**src/rtl/reg_decoder_n.sv**
```systemverilog
// Registered N-to-2**N decoder with valid/ready handshakes. Supports one-hot, thermometer,
// active-low one-hot and a multi-word scan mode that walks a one-hot bit up to a target.
module reg_decoder_n #(
  parameter int unsigned N       = 3,
  parameter bit          INV_RST = 1'b0
) (
  input  logic            clk,
  input  logic            rst_n,
  input  logic            in_valid,
  output logic            in_ready,
  input  logic [N-1:0]    In,
  input  logic [1:0]      mode,
  input  logic            en,
  output logic [2**N-1:0] O,
  output logic            out_valid,
  input  logic            out_ready,
  output logic            busy
);

  localparam int unsigned W = 2 ** N;
  localparam logic [W-1:0] ORst = {W{INV_RST}};
  localparam logic [N-1:0] CntOne = N'(1);

  typedef enum logic [1:0] {StIdle, StHold, StScan} state_e;

  state_e         state_q, state_d;
  logic [W-1:0]   o_q, o_d;
  logic [N-1:0]   cnt_q, cnt_d;
  logic [N-1:0]   target_q, target_d;
  logic           valid_q, valid_d;
  logic           busy_q, busy_d;

  logic           accept;
  logic           out_hs;
  logic           do_load;
  logic [W-1:0]   req_word;

  function automatic logic [W-1:0] onehot(input logic [N-1:0] idx);
    logic [W-1:0] r;
    for (int unsigned i = 0; i < W; i++) begin
      r[i] = (N'(i) == idx);
    end
    return r;
  endfunction

  function automatic logic [W-1:0] thermo(input logic [N-1:0] idx);
    logic [W-1:0] r;
    for (int unsigned i = 0; i < W; i++) begin
      r[i] = (N'(i) <= idx);
    end
    return r;
  endfunction

  // Reset forces in_ready low even before the state flop settles.
  always_comb begin
    in_ready = 1'b0;
    if (rst_n) begin
      unique case (state_q)
        StIdle:  in_ready = 1'b1;
        StHold:  in_ready = out_ready;
        StScan:  in_ready = 1'b0;
        default: in_ready = 1'b0;
      endcase
    end
  end

  assign accept = in_valid && in_ready;
  assign out_hs = valid_q && out_ready;

  // Single-word result for every non-scan request; a disabled request blanks the word.
  always_comb begin
    req_word = '0;
    if (!en) begin
      req_word = (mode == 2'b11) ? '1 : '0;
    end else begin
      unique case (mode)
        2'b00:   req_word = onehot(In);
        2'b01:   req_word = thermo(In);
        2'b11:   req_word = ~onehot(In);
        default: req_word = '0;
      endcase
    end
  end

  always_comb begin
    state_d  = state_q;
    o_d      = o_q;
    cnt_d    = cnt_q;
    target_d = target_q;
    valid_d  = valid_q;
    busy_d   = busy_q;
    do_load  = 1'b0;

    unique case (state_q)
      StIdle: begin
        do_load = accept;
      end
      StHold: begin
        if (accept) begin
          do_load = 1'b1;
        end else if (out_hs) begin
          state_d = StIdle;
          valid_d = 1'b0;
        end
      end
      StScan: begin
        if (out_hs) begin
          if (cnt_q == target_q) begin
            state_d = StIdle;
            valid_d = 1'b0;
            busy_d  = 1'b0;
          end else begin
            cnt_d = cnt_q + CntOne;
            o_d   = onehot(cnt_q + CntOne);
          end
        end
      end
      default: begin
        state_d = StIdle;
        valid_d = 1'b0;
        busy_d  = 1'b0;
      end
    endcase

    if (do_load) begin
      valid_d = 1'b1;
      if (mode == 2'b10 && en) begin
        state_d  = StScan;
        target_d = In;
        cnt_d    = '0;
        o_d      = onehot('0);
        busy_d   = 1'b1;
      end else begin
        state_d = StHold;
        o_d     = req_word;
        busy_d  = 1'b0;
      end
    end
  end

  always_ff @(posedge clk or negedge rst_n) begin
    if (!rst_n) begin
      state_q  <= StIdle;
      o_q      <= ORst;
      cnt_q    <= '0;
      target_q <= '0;
      valid_q  <= 1'b0;
      busy_q   <= 1'b0;
    end else begin
      state_q  <= state_d;
      o_q      <= o_d;
      cnt_q    <= cnt_d;
      target_q <= target_d;
      valid_q  <= valid_d;
      busy_q   <= busy_d;
    end
  end

  assign O         = o_q;
  assign out_valid = valid_q;
  assign busy      = busy_q;

endmodule

```
**config.mk**
```make
export PLATFORM = sky130hd
export DESIGN_NAME = reg_decoder_n
export DESIGN_NICKNAME = d
export VERILOG_FILES = /design/src/rtl/reg_decoder_n.sv
export SDC_FILE = /design/constraint.sdc
export NUM_CORES = 1
export LEC_CHECK = 0
export CAP_MARGIN = 20
export CELL_PAD_IN_SITES_DETAIL_PLACEMENT = 0
export CELL_PAD_IN_SITES_GLOBAL_PLACEMENT = 2
export CORE_AREA = 2 2 67 69
export CTS_BUF_LIST = sky130_fd_sc_hd__clkbuf_16
export DETAILED_ROUTE_END_ITERATION = 16
export DIE_AREA = 0 0 69 71
export PLACE_DENSITY = 0.85
export SYNTH_ARGS = -nofsm -noshare
export SYNTH_HDL_FRONTEND = slang
export SYNTH_SLANG_ARGS = --single-unit
```
**constraint.sdc**
```tcl
create_clock -name clk -period 2.1 [get_ports clk]
set_input_delay 0.42 -clock clk [delete_from_list [all_inputs] [get_ports clk]]
set_output_delay 0.42 -clock clk [all_outputs]
set_load 0.01 [all_outputs]
```
==> results_dict.tcl, run 1 <==
set metrics [dict create \
    slew_headroom_pct 74.63 \
    grt_usage_pct 13.51 \
    overflow 0 \
    maxCapViolCount 0 \
    vdd_drop_max_mv 0.3820 \
    cts_setup_buffers 0 \
    diodes 0 \
    fin_crit_sh_pct 90.82 \
    place_congestion 0.8113 \
    finalSetupViolCount 0 \
    crit_slowest_cell "clkdlybuf4s50_1" \
    fin_util_pct 41.58 \
    min_path_type "reg2reg" \
    viasPerCell 5.170 \
    cts_root_buffer "clkbuf_16" \
    cpPeakStageDelay_ns 0.45 \
    arrival_ns 1.49 \
    fin_area_mm2 0.001748 \
    status "complete, no violations" \
    start_util_pct 31.01 \
    fin_skew_ns 0.001177 \
    clk-insertion-delay-late_ns 0.25 \
    holdWs_ns 0.5066 \
    grt_pass1_vias 1159 \
    io_pins 21 \
    synth_nets 159 \
    r2r-start "cnt_q[0]" \
    synth.yosys.seq_area_share_pct 34.55 \
    yosysUniqueCellTypes 47 \
    synth_warnings 0 \
    drt_iter0_drc 38 \
    rsz0062_at_grt "false" \
    post-route-worst-setup-slack_ns 0.1929 \
    synth_edf_count 0 \
    cts_buffers 3 \
    ant_nets 0 \
    final_layout_size_suffix_gt1_share_pct 18.64 \
    ys_ff_latch 18 \
    synthTopCellsByArea "dfrtp_1 35%, ha_1 4.8%, nand2_1 4.3%" \
    min-delay-start "target_q[0]" \
    cts_buffer_depth 2 \
    cts_resized 2 \
    wl_mm 3.176 \
    worst-path-buf-inv 2 \
    crit_start "out_ready" \
    drt_pass1_iterations 4 \
    syn_area_per_cell_um2 9.054 \
    yosysMostFrequentCell "dfrtp_1" \
    min_period_ns 1.907 \
    antenna_found_initial 0 \
    cts_sinks 18 \
    worst_pin_slew_ns 0.3794 \
    dp_slack_ns -0.05107 \
    postCtsHoldBufs 0 \
    syn_area_mm2 0.001304 \
    yosys.area.top_type "dfrtp_1" \
    placed_area_mm2 0.001672 \
    wl_per_cell_um 13.87 \
    async_reset_ff_share_pct 100.0 \
    clk_pin_slew_worst_paths_ns 0.05 \
    drcViolationCount 0 \
    portBuffers 20 \
    crit_family "buffers and inverters" \
    p_leak_nw 0.7560 \
    tritoncts "done" \
    die_area_mm2 0.004899 \
    core-area_mm2 0.004204 \
    htree_num_levels 1 \
    fin_nets 194 \
    fillCellCount 424 \
    hold_violations 0 \
    crit_required_ns 1.68 \
    maxSlewViolCount 0 \
    pwr_density_cell_mw_per_mm2 870.7 \
    vias 1184 \
    synth_common_cells "18 x dfrtp_1, 15 x nand2_1, 8 x o21ai_0" \
    cp_max_fo 4 \
    fmax_ghz 0.5243 \
    crit_chain "clkdlybuf4s50_1 -> nand2b_1 -> and2_1 -> dlygate4sd2_1" \
    netlist_instances 144 \
    p_total_mw 1.522 \
    synth_top_flop_cell "dfrtp_1" \
    yosysTopAreaCellShare_pct 34.55 \
    hpwlAfterDp_mm 2.351 \
    rows 24 \
    cp-end-kind "output pin" \
    cp-start-kind "input port" \
    critical_path_class "in2out" \
    grt_max_degree 19 \
    die_y_um 71 \
    grt_first_pass_wirelength_mm 5.354 \
    die_x_um 69 \
    area_growth_pct 34.07 \
]
## layer usage
metal | GRT usage [%] | wire, µm | up-vias
met4 | 5.447 | 53 | 0
li1 | - | - | 596
met5 | 0 | 0 | -
met2 | 21.26 | 1411 | 28
met3 | 2.849 | 129 | 4
met1 | 18.19 | 1582 | 556
## registers in the layout, indices dropped and copies added, names as in the netlist
signal	cells
target_q	3
cnt_q	3
O	8
state_q	2
busy	1
out_valid	1
## cells in the final DEF (no fill, tap or decap), drive strengths merged, types with 3 or more instances in the layout
cell type      count
clkdlybuf4s50     19
o21ai              8
nor2               5
dfrtp             18
clkbuf             3
buf               21
a31oi              7
xnor2              5
ha                 5
mux2               5
nand2             15
nor3               6
mux2i              4
inv                6
a21oi              7
nand3              6
## area by class of cell
class,instances,area (µm²),area share (%)
clock buffers,3,75.07,4.295
inverters,6,22.52,1.288
multi-input cells,109,778.2,44.52
flip-flops and latches,18,450.4,25.77
well taps,52,65.06,3.722
repair buffers,41,356.6,20.40
## worst reg2reg max path, cell delays in order (launching register included)
cell and delay [ns]:
dfrtp_1 0.46, xnor2_1 0.31, a311oi_4 0.15, or2_1 0.31
buf_4 0.19, a41o_1 0.17
## worst paths after layout
kind	end	slack, ns	cells past startpoint
min	target_q[0]	0.51	2
min reg2reg	target_q[0]	0.51	2
max	in_ready	0.19	4
min in group asynchronous	O[0]	0.53	2
max reg2reg	O[2]	0.40	5
max in group asynchronous	O[4]	1.38	2
## metrics by stage
step	setup TNS (ns)	instances
4_1_cts	0	229
5_1_grt	0	229
6_report	0	229
3_3_place_gp	-0.05188	226
3_5_place_dp	-0.05107	226
2_1_floorplan	0	144
## cell families (layout without fill, tap and decap cells)
group           count (synthesis)  after routing  synth area share [%]
simple gates                   52             52                 21.88
buf+inv                        17             50                 5.951
fa+ha+maj                       5              5                 4.798
flops                          18             18                 34.55
xor+xnor                        6              6                 4.607
compound gates                 37             37                 20.25
mux                             9              9                 7.965
## report_power, final
group	switching [mW]	internal, mW	leakage [nW]
clock	0.126	0.251	0.0370
sequential	0.0884	0.454	0.230
combinational	0.274	0.330	0.489
total	0.488	1.03	0.756
Note: power is estimated with default switching activity, not from simulation.
==> run 2, diff against run 1 <==
Settings changed: ABC_CLOCK_PERIOD_IN_PS set to 2100.
==> results of run 2 <==
Final layout, timing and power as in run 1 (identical DEF).
